## config.mk

```make
export PLATFORM = sky130hd
export DESIGN_NAME = jk_ff_bank
export DESIGN_NICKNAME = d
export VERILOG_FILES = /design/src/rtl/jk_ff_bank.sv
export SDC_FILE = /design/constraint.sdc
export NUM_CORES = 1
export LEC_CHECK = 0
export CELL_PAD_IN_SITES_DETAIL_PLACEMENT = 0
export CELL_PAD_IN_SITES_GLOBAL_PLACEMENT = 1
export CORE_MARGIN = 2
export CORE_UTILIZATION = 36
export CTS_CLUSTER_DIAMETER = 40
export DETAILED_ROUTE_END_ITERATION = 10
export DONT_BUFFER_PORTS = 1
export PLACE_DENSITY_LB_ADDON = 0.1
export SLEW_MARGIN = 5
export SYNTH_ARGS = -nofsm -noshare
export SYNTH_HDL_FRONTEND = slang
export SYNTH_SLANG_ARGS = --single-unit
```

## constraint.sdc

```tcl
create_clock -name clk -period 1.08 [get_ports clk]
set_input_delay 0.162 -clock clk [delete_from_list [all_inputs] [get_ports clk]]
set_output_delay 0.162 -clock clk [all_outputs]
set_load 0.02 [all_outputs]
```

## src/rtl/jk_ff_bank.sv

```systemverilog
// Bank of WIDTH flip-flops with runtime-selectable JK/D/T/SR mode, parallel load and a sticky SR-conflict flag.
// Optional activity counter is enabled by defining JK_FF_BANK_ACT_CNT_EN.
module jk_ff_bank #(
    parameter int WIDTH     = 4,
    parameter int RESET_VAL = 0,
    parameter int CNT_W     = 8
) (
    input  logic             clk,
    input  logic             rst_n,
    input  logic             en,
    input  logic [1:0]       mode,
    input  logic [WIDTH-1:0] j,
    input  logic [WIDTH-1:0] k,
    input  logic             load,
    input  logic [WIDTH-1:0] load_val,
    input  logic             clr_err,
    output logic [WIDTH-1:0] out,
    output logic [WIDTH-1:0] out_n,
`ifdef JK_FF_BANK_ACT_CNT_EN
    output logic [CNT_W-1:0] act_cnt,
`endif
    output logic             sr_err
);

    typedef enum logic [1:0] {
        MODE_JK = 2'b00,
        MODE_D  = 2'b01,
        MODE_T  = 2'b10,
        MODE_SR = 2'b11
    } mode_t;

    localparam logic [WIDTH-1:0] RST_Q = WIDTH'(RESET_VAL);

    mode_t            cur_mode;
    logic [WIDTH-1:0] mode_next;
    logic [WIDTH-1:0] next_q;
    logic             sr_set;

    assign cur_mode = mode_t'(mode);

    // SR keeps the bit when S and R are equal, which covers both hold and the forbidden case
    always_comb begin
        mode_next = out;
        case (cur_mode)
            MODE_JK: mode_next = (j & ~out) | (~k & out);
            MODE_D:  mode_next = j;
            MODE_T:  mode_next = out ^ j;
            MODE_SR: mode_next = (j & ~k) | (out & ~(j ^ k));
            default: mode_next = out;
        endcase
    end

    always_comb begin
        next_q = out;
        if (load) begin
            next_q = load_val;
        end else if (en) begin
            next_q = mode_next;
        end
    end

    assign sr_set = en && !load && (cur_mode == MODE_SR) && (|(j & k));

    always_ff @(posedge clk) begin
        if (!rst_n) begin
            out    <= RST_Q;
            sr_err <= 1'b0;
        end else begin
            out <= next_q;
            if (sr_set) begin
                sr_err <= 1'b1;
            end else if (clr_err) begin
                sr_err <= 1'b0;
            end
        end
    end

    assign out_n = ~out;

`ifdef JK_FF_BANK_ACT_CNT_EN
    // Counts edges on which any bit changes; saturates instead of wrapping
    always_ff @(posedge clk) begin
        if (!rst_n) begin
            act_cnt <= '0;
        end else if (clr_err) begin
            act_cnt <= '0;
        end else if ((next_q != out) && !(&act_cnt)) begin
            act_cnt <= act_cnt + 1'b1;
        end
    end
`endif

endmodule

```

; ---- Word level (Yosys, flattened, before mapping)
; Index checks and enable logic that the tools add are counted.
; W data, S select, Z words.
[op_classes]
n_eq_ne = 3
muxes = 5
n_bitwise = 12
reduce_logical = 8
[ops]
columns = operator, count
row1 = $and A4 B4 Y4, 5
row2 = $pmux W4 S4, 1
row3 = $not A4 Y4, 3
row4 = $mux W4, 2
row5 = $or A4 B4 Y4, 2
row6 = $xor A4 B4 Y4, 2
row7 = $eq A2 B2 Y1 const B, 2
row8 = $reduce_bool A2 Y1, 2
row9 = $reduce_or A4 Y1, 1
row10 = $logic_and A1 B1 Y1, 3
row11 = $eq A2 B1 Y1 const B, 1
row12 = $logic_not A2 Y1, 1
row13 = $mux W1, 2
row14 = $logic_not A1 Y1, 1
[word_totals]
reg_bits = 5
in_bits = 19
output_inout_bits = 9
word_cells = 30

; ---- Logic depth before layout (Yosys ltp)
; Gate-level depths: netlist of the first run.
[logic_depth]
ltp_word = 7
mapped_depth = 6
ltp_nobuf = 6

; ---- Worst setup path after synthesis of the first run
; OpenSTA, ideal clock, no wires.
[synth_timing]
path_type = register -> register
startpoint = reg out[3]
endpoint = reg out[3]
setup_time_ps = 92
arrival_time_ps = 1239
required_time_ps = 988
path_slack_ps = -251
path_stages_with_launch = 4
path_buffers = 0
synth_period_minus_slack_ps = 1331
cell_sequence = dfxtp_1 inv_1 o311a_1 o32ai_1
[synth_via]
elab_chain_cells = 6
word_cells_on_any_way = 10
classes_between = mux: 3 / bitwise: 7
[synth_rtl]
columns = element, line_no
row1 = from (decl), 17  ; output logic [WIDTH-1:0] out,
row2 = from (signal assigned), 69  ; out <= next_q;
row3 = $not A4 Y4, n/a
row4 = via out_n[3], 18  ; output logic [WIDTH-1:0] out_n,
row5 = $and A4 B4 Y4, 45  ; MODE_JK: mode_next = (j & ~out) | (~k & out);
row6 = $or A4 B4 Y4, 45
row7 = $pmux W4 S4, 44  ; case (cur_mode)
row8 = $mux W4, 57  ; end else if (en) begin
row9 = $mux W4, 55  ; if (load) begin
; The timed path passes the listed nets, and every way through them passes these cells. The select of a mux whose other input is x is not followed.
; A chain may end at the register's enable or synchronous reset.

; ---- Final worst setup path of the first run
[layout_timing]
startpoint = reg out[0]
endpoint = out out_n[0]
[layout_via]
elab_chain_cells = 1
[layout_rtl]
columns = element, line_no
row1 = $not A4 Y4, 78  ; assign out_n = ~out;
row2 = to (decl), 18
; Every way passes these cells.

==> results of run 1 <==
stage by stage:
step	instances	TNS (ns)	power [µW]
2_1_floorplan	76	-0.0402	358
6_report	103	0	634
3_3_place_gp	98	-0.0816	401
4_1_cts	102	0	637
3_5_place_dp	98	-0.0680	403
5_1_grt	103	-0.0419	679
area by class of cell:
cell class	instances	area [µm²]	area share
multi-input cells	55	429	0.593
flip-flops and latches	5	110	0.152
repair buffers	10	82.6	0.114
inverters	13	53.8	0.0744
clock buffers	3	22.5	0.0311
well taps	16	20.0	0.0277
clock inverters	1	5.00	0.00692
final timing paths:
kind                from  endpoint  slack (ns)
hold reg to reg   sr_err    sr_err        0.61
hold / removal      load    out[1]        0.08
setup reg to reg  out[0]    out[0]        0.04
setup / recovery  out[0]  out_n[0]        0.02
worst max-delay path: stages (launching register included):
cell	delay (ns)
dfxtp_4	0.37
buf_6	0.13
inv_4	0.04
buf_6	0.12
sequential cells by signal, summed over array words and instances, names as in the netlist:
signal  flops
sr_err      1
out         4
layer usage:
metal,track usage,vias up,share of wire,wire (µm)
li1,-,302,-,-
met3,0.0292,0,0.078,112
met4,0.0545,0,0,0
met1,0.246,271,0.49,706
met2,0.224,20,0.43,615
met5,0,-,0,0
power by group:
group / leakage, µW / internal, µW / switching (µW) / total (µW)
clock network: 0.0000177 / 135 / 87.3 / 222
registers: 0.0000431 / 198 / 15.5 / 213
logic: 0.000259 / 98.5 / 101 / 199
total: 0.000320 / 431 / 203 / 634
repair_timing:
action,in CTS,in global routing
setup buffers,0,1
endpoints found under the setup margin,3,5
pin swaps,3,4
resized for setup,3,3
cells in the final DEF (no fill, tap or decap), types with 2 or more instances in the layout:
cell type	count
o211ai_1	2
buf_6	2
inv_2	2
a21oi_1	7
ha_1	7
nor3_1	4
inv_1	9
nand2b_1	4
buf_4	8
inv_4	2
clkbuf_4	3
dfxtp_2	2
nand2_1	6
dfxtp_4	2
o21ai_0	2
nor2_1	2
kinds of logic after synthesis:
logic type / synth area share
adder cells (fa/ha/maj): 0.177
AO/OA/AOI/OAI: 0.316
multiplexers: 0.0199
buffers and inverters: 0.117
flip-flops: 0.177
AND/OR/NAND/NOR: 0.192
==> flow_summary_export.csv, run 1 <==
group,metric,value,unit
place,post-dp-hpwl,1170,µm
clock_tree,postCtsHoldBufs,0,
worst_setup_path,endpoint_kind,"output pin",
global_route,grt_max_degree,17,
route,wl_per_cell,13.9,µm
yosys,avgSynthCellArea,7.44,µm²
clock_tree,cts.reportedPaths.clkPinSlew,0.05,ns
floorplan,dieArea,0.00190,mm²
finish,fillers,160,
route,first_iter_violations,12,
worst_setup_path,cp.required,0.92,ns
clock_tree,cts_tree,"done",
yosys,syn_inst,76,
yosys,seq_area_frac_synth,0.177,
timing,setup_ws,0.0212,ns
yosys,synth_common_cells,"inv_1, ha_1, a21oi_1, nand2_1",
timing,drv_slew,0,
route,vias,593,
yosys,yosysMostFrequentCell,"inv_1",
clock_tree,clock-sinks,5,
global_route,antenna_found_initial,0,
route,detail_route.first_pass.iterations,4,
yosys,ys_seq_elements,5,
timing,fmax,944,MHz
worst_setup_path,critPathLaunchType,"flop",
pwr,power_density,877,mW/mm²
route,ant_nets,0,
worst_setup_path,worstSetupPathType,"reg -> out",
finish,final_nets,115,
place,place.gp.congestion,0.731,
floorplan,io_pins,28,
finish,finish.instance_area,723,µm²
yosys,synth_edf_count,0,
place,place_ws,-0.0408,ns
yosys,synth.cell_area,566,µm²
route,drc,0,
clock_tree,clk_latency,0.25,ns
worst_setup_path,arrival,0.90,ns
global_route,grt_overflow_total,0,
flow_run,drv_cap,0,
floorplan,start_util,0.380,
route,viasPerCell,5.76,
yosys,yosys.area.top_type_share,0.177,
clock_tree,cts_root_buffer,"clkbuf_4",
finish,area.growth.synth_to_final,27.9,%
yosys,syn_nets,103,
finish,antenna_cells,0,
yosys,synth_top_area_cell,"dfxtp_1",
timing,min_period,1.06,ns
floorplan,fp.dieW,43.6,µm
pwr,ir_worst_vdd,623,µV
floorplan,die_y,43.6,µm
global_route,grt_pass1_wl,2360,µm
timing,final-hold-violation-count,0,
clock_tree,htreeDepth,1,
yosys,synth_warnings,0,
clock_tree,clockBufferDepth,2,
worst_setup_path,crit_fanout,5,
min_path,min_path_type,"in -> reg",
route,wl,1430,µm
timing,setup_violations,0,
outcome,status,"finished, final reports clean",
pwr,leakagePower,0.000320,µW
yosys,synthTopCellsByArea,"dfxtp_1, ha_1, inv_1",
global_route,grt_pass1_vias,532,
floorplan,fp-row-count,14,
yosys,synthArstFlopShare,0,
timing,rsz0062_at_grt,"true",
floorplan,core_area,0.00149,mm²
timing,max_slew_margin,0.790,
place,portBuffers,0,
timing,fin_crit_sh,0.980,
min_path,hold_depth,1,
place,postPlaceCellArea,666,µm²
finish,utilization,0.486,
timing,tightest_slew,0.313,ns
finish,final_layout_size_suffix_gt1_frac,0.299,
worst_setup_path,ff2ff_path_depth,4,
clock_tree,cts_buffers,3,
yosys,synthDistinctLibCells,31,
timing,holdWs,0.0787,ns
global_route,grt.total_usage,0.161,
timing,finClkSkew,0,ns
yosys,synthFlopType,"dfxtp_1",
Power figures use the tool's default switching activity.
==> run 2, diff against run 1 <==
Settings changed: CAP_MARGIN set to 10.
==> results of run 2 <==
Final layout, timing and power as in run 1 (identical DEF).
